[config.mk]
export PLATFORM = sky130hd
export DESIGN_NAME = fetch_queue_flat
export DESIGN_NICKNAME = d
export VERILOG_FILES = /design/src/rtl/fetch_queue_pkg.sv /design/src/rtl/fetch_queue_if.sv /design/src/rtl/fetch_fifo.sv /design/src/rtl/fetch_queue.sv /design/src/flat_wrapper.sv
export SDC_FILE = /design/constraint.sdc
export NUM_CORES = 1
export LEC_CHECK = 0
export CAP_MARGIN = 20
export CORE_MARGIN = 3
export CORE_UTILIZATION = 25
export CTS_CLUSTER_DIAMETER = 150
export DETAILED_ROUTE_END_ITERATION = 7
export HOLD_SLACK_MARGIN = 0.08
export PLACE_DENSITY_LB_ADDON = 0.08
export SLEW_MARGIN = 30
export SYNTH_ARGS = -nofsm -noshare
export SYNTH_HDL_FRONTEND = slang
export SYNTH_SLANG_ARGS = --single-unit
[constraint.sdc]
create_clock -name CLK -period 6.4 [get_ports CLK]
set_clock_uncertainty 0.2 [all_clocks]
set_input_delay 1.6 -clock CLK [delete_from_list [all_inputs] [get_ports CLK]]
set_output_delay 1.6 -clock CLK [all_outputs]
set_load 0.02 [all_outputs]
[src/rtl/fetch_queue_pkg.sv]
// Shared fetch definitions: queue entry layout, reset PC, instruction size, fetch states.
package fetch_queue_pkg;

    localparam int unsigned INSTR_BYTES      = 4;
    localparam logic [31:0] RESET_PC_DEFAULT = 32'hBFC0_0000;

    typedef struct packed {
        logic [31:0] instr;
        logic [31:0] pc;
    } fq_entry_t;

    typedef enum logic [1:0] {
        FS_RESET,
        FS_IDLE,
        FS_WAIT,
        FS_SQUASH
    } fetch_state_e;

endpackage

[src/rtl/fetch_queue_if.sv]
// Fetch queue bus: decode-side controls, memory request/response and head-of-queue outputs.
interface fetch_queue_if #(
    parameter int unsigned FETCH_W = 2
);
    logic                   STALL;
    logic                   Request_Alt_PC;
    logic [31:0]            Alt_PC;
    logic                   Req_valid;
    logic [31:0]            Req_addr;
    logic                   Req_ready;
    logic                   Resp_valid;
    logic [32*FETCH_W-1:0]  Resp_data;
    logic [31:0]            Instr1_OUT;
    logic [31:0]            Instr_PC_OUT;
    logic [31:0]            Instr_PC_Plus4;
    logic                   Out_valid;

    modport master (
        input  STALL, Request_Alt_PC, Alt_PC, Req_ready, Resp_valid, Resp_data,
        output Req_valid, Req_addr, Instr1_OUT, Instr_PC_OUT, Instr_PC_Plus4, Out_valid
    );

    modport slave (
        output STALL, Request_Alt_PC, Alt_PC, Req_ready, Resp_valid, Resp_data,
        input  Req_valid, Req_addr, Instr1_OUT, Instr_PC_OUT, Instr_PC_Plus4, Out_valid
    );
endinterface

[src/rtl/fetch_fifo.sv]
// Multi-write / single-read entry FIFO with wrap-around pointers one bit wider than the index.
module fetch_fifo
    import fetch_queue_pkg::*;
#(
    parameter int unsigned WR_N  = 2,
    parameter int unsigned DEPTH = 8
) (
    input  logic                   clk,
    input  logic                   rst_n,
    input  logic                   flush,
    input  logic                   wr_en,
    input  fq_entry_t              wr_data [WR_N],
    input  logic                   rd_en,
    output fq_entry_t              rd_data,
    output logic                   empty,
    output logic                   full,
    output logic [$clog2(DEPTH):0] count
);
    localparam int unsigned IDX_W = $clog2(DEPTH);
    localparam int unsigned PTR_W = IDX_W + 1;

    logic [PTR_W-1:0] wr_ptr_q, wr_ptr_d;
    logic [PTR_W-1:0] rd_ptr_q, rd_ptr_d;
    fq_entry_t        mem_q [DEPTH];
    fq_entry_t        mem_d [DEPTH];

    assign empty   = (wr_ptr_q == rd_ptr_q);
    assign full    = (wr_ptr_q[IDX_W] != rd_ptr_q[IDX_W]) &&
                     (wr_ptr_q[IDX_W-1:0] == rd_ptr_q[IDX_W-1:0]);
    assign count   = wr_ptr_q - rd_ptr_q;
    assign rd_data = mem_q[rd_ptr_q[IDX_W-1:0]];

    always_comb begin
        wr_ptr_d = wr_ptr_q;
        rd_ptr_d = rd_ptr_q;
        mem_d    = mem_q;
        if (flush) begin
            wr_ptr_d = '0;
            rd_ptr_d = '0;
        end else begin
            if (wr_en) begin
                for (int unsigned i = 0; i < WR_N; i++) begin
                    mem_d[wr_ptr_q[IDX_W-1:0] + IDX_W'(i)] = wr_data[i];
                end
                wr_ptr_d = wr_ptr_q + PTR_W'(WR_N);
            end
            if (rd_en && !empty) begin
                rd_ptr_d = rd_ptr_q + 1'b1;
            end
        end
    end

    always_ff @(posedge clk or negedge rst_n) begin
        if (!rst_n) begin
            wr_ptr_q <= '0;
            rd_ptr_q <= '0;
        end else begin
            wr_ptr_q <= wr_ptr_d;
            rd_ptr_q <= rd_ptr_d;
        end
    end

    always_ff @(posedge clk) begin
        mem_q <= mem_d;
    end

endmodule

[src/rtl/fetch_queue.sv]
// Instruction fetch queue: one outstanding memory request, redirect/squash control, FIFO to decode.
// Optional FETCH_QUEUE_PERF_EN adds Stall_cycles and Redirects counters.
module fetch_queue
    import fetch_queue_pkg::*;
#(
    parameter int unsigned FETCH_W  = 2,
    parameter int unsigned DEPTH    = 8,
    parameter logic [31:0] RESET_PC = RESET_PC_DEFAULT
) (
    input  logic          CLK,
    input  logic          RESET,
    fetch_queue_if.master bus
`ifdef FETCH_QUEUE_PERF_EN
    ,
    output logic [31:0]   Stall_cycles,
    output logic [31:0]   Redirects
`endif
);
    localparam int unsigned CNT_W        = $clog2(DEPTH) + 1;
    localparam logic [31:0] FETCH_STRIDE = 32'(INSTR_BYTES * FETCH_W);

    fetch_state_e     state_q, state_d;
    logic [31:0]      fetch_pc_q, fetch_pc_d;
    logic [31:0]      inflight_pc_q, inflight_pc_d;

    fq_entry_t        wr_data [FETCH_W];
    fq_entry_t        head;
    logic             empty, full, enq, deq;
    logic [CNT_W-1:0] count, free;
    logic             redirect, req_valid;

    assign redirect = bus.Request_Alt_PC;
    assign free     = CNT_W'(DEPTH) - count;
    assign deq      = !empty && !bus.STALL;

    always_comb begin
        for (int unsigned i = 0; i < FETCH_W; i++) begin
            wr_data[i].instr = bus.Resp_data[32*i +: 32];
            wr_data[i].pc    = inflight_pc_q + 32'(INSTR_BYTES * i);
        end
    end

    // WAIT+redirect leaves via SQUASH unless the response lands in the same cycle,
    // in which case that response is the one being dropped and nothing stays in flight.
    always_comb begin
        state_d       = state_q;
        fetch_pc_d    = fetch_pc_q;
        inflight_pc_d = inflight_pc_q;
        req_valid     = 1'b0;
        enq           = 1'b0;
        case (state_q)
            FS_RESET: state_d = FS_IDLE;
            FS_IDLE: begin
                req_valid = !redirect && !full && (free >= CNT_W'(FETCH_W));
                if (req_valid && bus.Req_ready) begin
                    state_d       = FS_WAIT;
                    inflight_pc_d = fetch_pc_q;
                    fetch_pc_d    = fetch_pc_q + FETCH_STRIDE;
                end
            end
            FS_WAIT: begin
                if (redirect) begin
                    state_d = bus.Resp_valid ? FS_IDLE : FS_SQUASH;
                end else if (bus.Resp_valid) begin
                    state_d = FS_IDLE;
                    enq     = 1'b1;
                end
            end
            FS_SQUASH: begin
                if (bus.Resp_valid) begin
                    state_d = FS_IDLE;
                end
            end
            default: state_d = FS_RESET;
        endcase
        if (redirect) begin
            fetch_pc_d = bus.Alt_PC & ~32'h3;
        end
    end

    always_ff @(posedge CLK or negedge RESET) begin
        if (!RESET) begin
            state_q       <= FS_RESET;
            fetch_pc_q    <= RESET_PC;
            inflight_pc_q <= '0;
        end else begin
            state_q       <= state_d;
            fetch_pc_q    <= fetch_pc_d;
            inflight_pc_q <= inflight_pc_d;
        end
    end

    fetch_fifo #(
        .WR_N  (FETCH_W),
        .DEPTH (DEPTH)
    ) u_fifo (
        .clk     (CLK),
        .rst_n   (RESET),
        .flush   (redirect),
        .wr_en   (enq),
        .wr_data (wr_data),
        .rd_en   (deq),
        .rd_data (head),
        .empty   (empty),
        .full    (full),
        .count   (count)
    );

    assign bus.Req_valid      = req_valid;
    assign bus.Req_addr       = fetch_pc_q;
    assign bus.Out_valid      = !empty;
    assign bus.Instr1_OUT     = empty ? '0 : head.instr;
    assign bus.Instr_PC_OUT   = empty ? '0 : head.pc;
    assign bus.Instr_PC_Plus4 = empty ? '0 : head.pc + 32'(INSTR_BYTES);

`ifdef FETCH_QUEUE_PERF_EN
    logic [31:0] stall_cycles_q, stall_cycles_d;
    logic [31:0] redirects_q, redirects_d;

    always_comb begin
        stall_cycles_d = stall_cycles_q + ((!empty && bus.STALL) ? 32'd1 : 32'd0);
        redirects_d    = redirects_q + (redirect ? 32'd1 : 32'd0);
    end

    always_ff @(posedge CLK or negedge RESET) begin
        if (!RESET) begin
            stall_cycles_q <= '0;
            redirects_q    <= '0;
        end else begin
            stall_cycles_q <= stall_cycles_d;
            redirects_q    <= redirects_d;
        end
    end

    assign Stall_cycles = stall_cycles_q;
    assign Redirects    = redirects_q;
`endif

endmodule

[src/flat_wrapper.sv]
// flat-port wrapper written by rule: the top's interface ports become plain ports
module fetch_queue_flat import fetch_queue_pkg::*;
#(
    parameter int unsigned FETCH_W  = 2,
    parameter int unsigned DEPTH    = 8,
    parameter logic [31:0] RESET_PC = RESET_PC_DEFAULT
)
  (CLK, RESET, bus_STALL, bus_Request_Alt_PC, bus_Alt_PC, bus_Req_ready, bus_Resp_valid, bus_Resp_data, bus_Req_valid, bus_Req_addr, bus_Instr1_OUT, bus_Instr_PC_OUT, bus_Instr_PC_Plus4, bus_Out_valid);
  fetch_queue_if #(.FETCH_W(FETCH_W)) bus_i ();
  input  logic CLK;
  input  logic RESET;
  input wire logic [$bits(bus_i.STALL)-1:0] bus_STALL;
  input wire logic [$bits(bus_i.Request_Alt_PC)-1:0] bus_Request_Alt_PC;
  input wire logic [$bits(bus_i.Alt_PC)-1:0] bus_Alt_PC;
  input wire logic [$bits(bus_i.Req_ready)-1:0] bus_Req_ready;
  input wire logic [$bits(bus_i.Resp_valid)-1:0] bus_Resp_valid;
  input wire logic [$bits(bus_i.Resp_data)-1:0] bus_Resp_data;
  output wire logic [$bits(bus_i.Req_valid)-1:0] bus_Req_valid;
  output wire logic [$bits(bus_i.Req_addr)-1:0] bus_Req_addr;
  output wire logic [$bits(bus_i.Instr1_OUT)-1:0] bus_Instr1_OUT;
  output wire logic [$bits(bus_i.Instr_PC_OUT)-1:0] bus_Instr_PC_OUT;
  output wire logic [$bits(bus_i.Instr_PC_Plus4)-1:0] bus_Instr_PC_Plus4;
  output wire logic [$bits(bus_i.Out_valid)-1:0] bus_Out_valid;
  assign bus_i.STALL = bus_STALL;
  assign bus_i.Request_Alt_PC = bus_Request_Alt_PC;
  assign bus_i.Alt_PC = bus_Alt_PC;
  assign bus_i.Req_ready = bus_Req_ready;
  assign bus_i.Resp_valid = bus_Resp_valid;
  assign bus_i.Resp_data = bus_Resp_data;
  assign bus_Req_valid = bus_i.Req_valid;
  assign bus_Req_addr = bus_i.Req_addr;
  assign bus_Instr1_OUT = bus_i.Instr1_OUT;
  assign bus_Instr_PC_OUT = bus_i.Instr_PC_OUT;
  assign bus_Instr_PC_Plus4 = bus_i.Instr_PC_Plus4;
  assign bus_Out_valid = bus_i.Out_valid;
  fetch_queue #(.FETCH_W(FETCH_W), .DEPTH(DEPTH), .RESET_PC(RESET_PC)) u_core (.CLK(CLK), .RESET(RESET), .bus(bus_i));
endmodule
==> impl_results.md <==
* Status: finished, final reports clean
* Area Overhead vs Synth at 23.4%
* Mean post-synth cell area at between 10 and 15 um^2
* Most prevalent standard cell on the critical path: sky130_fd_sc_hd__buf_4
* Worst-case vdd ir drop at approximately 0.00016 V
* Detailed-route vias per instance at between 4 and 5
* CP Buf/Inv Count at 5
* NumNets Final at 2334
* Chain of cells forming the critical path: buf_16, buf_4, ha_1, and3b_1, and2_4, inv_1, buf_4, and2_1, mux2_1, clkdlybuf4s50_1
* Kind of path behind the tightest hold check: reg2reg
* Startpoint class of the critical path: register
* Per-cell routed wire length at 24.4 um
* Syn. warnings at 0
* Sink Count at 573
* Sequential share of the synthesized area at 0.612
* Post-DP HPWL at between 50 and 60 mm
* Cell with the biggest individual delay on the critical path: sky130_fd_sc_hd__clkdlybuf4s50_1
* Tcrit/Tclk final at 0.958
* Internal reg-to-reg setup slack at 2.16 ns
* Insertion delay to the later sink of the worst-skew pair at between 0.6 and 0.7 ns
* Required time of the critical path at 4.60 ns
* Number of instances in the placed design at 3615
* Number of enable-type register cells in the synthesized netlist at between 500 and 600
* Core area at ~110000 um^2
* Count of final hold-check violations at 0
* Critical path fanouts, max at 36
* Crit end category: output port
* Initial DRT Pass Iterations at 5
* Total GRT Usage at 0.159
* Cell Rows at 121
* Number of max-slew violations in the final report at 0
* Sum of negative setup slack at 0 ns
* Weighted congestion reported at the end of routability-driven placement at approximately 0.74
* CTS Root Cell: sky130_fd_sc_hd__clkbuf_16
* Multi-input logic area at slightly above 10000 um^2
* Antenna violations before repair at 2
* Flops & latches, synth at ~570
* Remaining Overflow, GRT at 0
* Sequential standard cell area at 16900 um^2
* # setup viols final at 0
* 1st-iter DRT viols at 1081
* DRC violations left at 0
* Cell types occupying the most area after synthesis: sky130_fd_sc_hd__edfxtp_1, sky130_fd_sc_hd__and2_1, sky130_fd_sc_hd__mux4_2
* Synth unique cells at 72
* Remaining number of nets flagged by the antenna check after routing at 0
* Cell leakage power at 11.5 nW
* Arrival time worst endpoint at about 4.3 ns
* Cell with the most instances after synthesis: sky130_fd_sc_hd__edfxtp_1
* Starting density of the core at 0.253
* Detailed Route WL at 91.5 mm
* Via count of the first global-routing pass at 18292
* Area fraction of the dominant cell type after synthesis at 0.549
* Fraction of final layout cells sized beyond drive strength 1 at 0.136
* Largest area contributor in the netlist: sky130_fd_sc_hd__edfxtp_1
* Max-Slew Margin vs Limit at 0.385
* Number of non-filler instances in the completed layout at 3750
* Number of I/O port buffers at around 230
* Number of maximum-capacitance violations at 0
* Clock buffer count from CTS at between 70 and 80
* Period minus WS final at between 6 and 7 ns
* Maximum number of pins on one net before global-route repair at approximately 130
* Routed vias at 16855
* Post-CTS clock slew at the launch and capture registers of the worst setup and hold paths at around 0.06 ns
* Cell area after technology mapping at around 28000 um^2
* Count of fill cells added during filler insertion at around 11000
* RSZ-0062 raised after global routing: false
* Global-route wire length before repair at 133 mm
* Cell family with most CP delay: buffers and inverters
* Share of synthesized registers carrying an async set or reset at 0.120
* Ports placed on the boundary at 232
* Die Y-Extent at approximately 340 um
* Most instantiated flip-flop cell in the synthesis netlist: sky130_fd_sc_hd__edfxtp_1
* Total of hold buffers inserted after clock tree synthesis at 0
* Most common library cells after synthesis: sky130_fd_sc_hd__edfxtp_1, sky130_fd_sc_hd__and2_1, sky130_fd_sc_hd__nand2_1
* Die W at between 300 and 400 um
* Cells after Synth at 1982
* Critical path's largest stage delay at roughly 0.69 ns
* Power density over the cells at roughly 270 nW/um^2
* TritonCTS clock tree: built
* Maximum buffer depth of the clock tree at 3
* Highest clock rate at around 0.16 GHz
* Critical path class: reg2out
* Die outline area at between 100000 and 150000 um^2
* Total number of H-tree levels at 3
* Slew at the pin closest to its max-slew limit at about 0.92 ns
## per-stage QoR
stage	power, W	utilization	hold slack (ns)	worst slack (ns)	area (um^2)
2_1_floorplan	0.00480	-	0.271	0.795	27600
3_3_place_gp	0.00524	0.290	0.292	0.597	31600
3_5_place_dp	0.00525	0.290	0.294	0.576	31700
4_1_cts	0.00925	0.312	0.308	0.0407	34000
5_1_grt	0.00946	0.312	0.343	0.0143	34000
6_report	0.00909	0.312	0.308	0.269	34000
## cells by family after synthesis
| kind of cell | after synthesis | share of synthesized area |
|---|---|---|
| other cells | 2 | 0.000272 |
| xor+xnor | 63 | 0.0200 |
| mux | 205 | 0.134 |
| simple gates | 891 | 0.179 |
| flops | 573 | 0.612 |
| fa+ha+maj | 16 | 0.00753 |
| compound gates | 77 | 0.0198 |
| buf+inv | 155 | 0.0281 |
## metal layers
layer	global-route usage	routed length (um)	vias up
met2	0.265	44000	372
met1	0.213	41200	8729
met5	0	0	-
met3	0.0357	4570	100
li1	-	-	7654
met4	0.0338	1690	0
## state kept, by name, indices dropped and copies added, names as in the netlist
signal                  cells
u_core.bus.Req_addr        30
u_core.inflight_pc_q       30
u_core.state_q              2
u_core.u_fifo.mem_q       504
u_core.u_fifo.rd_ptr_q      4
u_core.u_fifo.wr_ptr_q      3
## layout make-up
cell class,instances,area share
Sequential cell,573,0.496
Multi-Input combinational cell,1263,0.296
Clock buffer,96,0.0567
Inverter,17,0.00187
Antenna cell,2,0.000147
Timing Repair Buffer,290,0.0861
Clock inverter,33,0.00886
Tap cell,1476,0.0542
## power by group
| group | switching (W) | internal [W] | total [W] |
|---|---|---|---|
| Sequential | 0.000205 | 0.00416 | 0.00436 |
| Combinational | 0.000457 | 0.000341 | 0.000799 |
| Clock | 0.00163 | 0.00229 | 0.00392 |
| Total | 0.00230 | 0.00679 | 0.00909 |
## worst register-to-register path: cells and delay by family (launching register included)
family                     cells  cell delay (ns)
adders and majority gates      3             0.81
AOI/OAI and AO/OA              2             0.69
and+or+nand+nor                1             0.28
buffers and inverters          4             0.94
DFF                            1             0.65
xor gates and xnor gates       2             0.53
## path summary, 6_finish.rpt
check,startpoint,end,cells after the start
setup / recovery,u_core.u_fifo.rd_ptr_q[1],bus_Instr_PC_Plus4[23],10
hold / removal,u_core.state_q[0],u_core.state_q[0],2
setup reg to reg,u_core.u_fifo.rd_ptr_q[1],u_core.bus.Req_addr[30],12
hold reg to reg,u_core.state_q[0],u_core.state_q[0],2
max in group asynchronous,RESET,u_core.u_fifo.rd_ptr_q[2],2
min in group asynchronous,RESET,u_core.inflight_pc_q[10],1
## cells in the final DEF (no fill, tap or decap), types with 20 or more instances in the layout
master / n
sky130_fd_sc_hd__nor2b_1: 87
sky130_fd_sc_hd__clkdlybuf4s50_1: 225
sky130_fd_sc_hd__edfxtp_1: 504
sky130_fd_sc_hd__xor2_1: 36
sky130_fd_sc_hd__buf_4: 47
sky130_fd_sc_hd__clkbuf_1: 20
sky130_fd_sc_hd__o21ai_0: 36
sky130_fd_sc_hd__clkbuf_16: 72
sky130_fd_sc_hd__nor2_1: 124
sky130_fd_sc_hd__mux4_2: 93
sky130_fd_sc_hd__xnor2_1: 27
sky130_fd_sc_hd__mux2i_1: 68
sky130_fd_sc_hd__dfrtp_1: 57
sky130_fd_sc_hd__nand3_1: 28
sky130_fd_sc_hd__mux4_1: 27
sky130_fd_sc_hd__and2_1: 404
sky130_fd_sc_hd__nand2_1: 147
## what timing repair did
item	CTS	global route
endpoints found under the setup margin	6	2
buffers inserted	3	0
gates resized for setup	0	1
(Power assumes the default switching activity.)
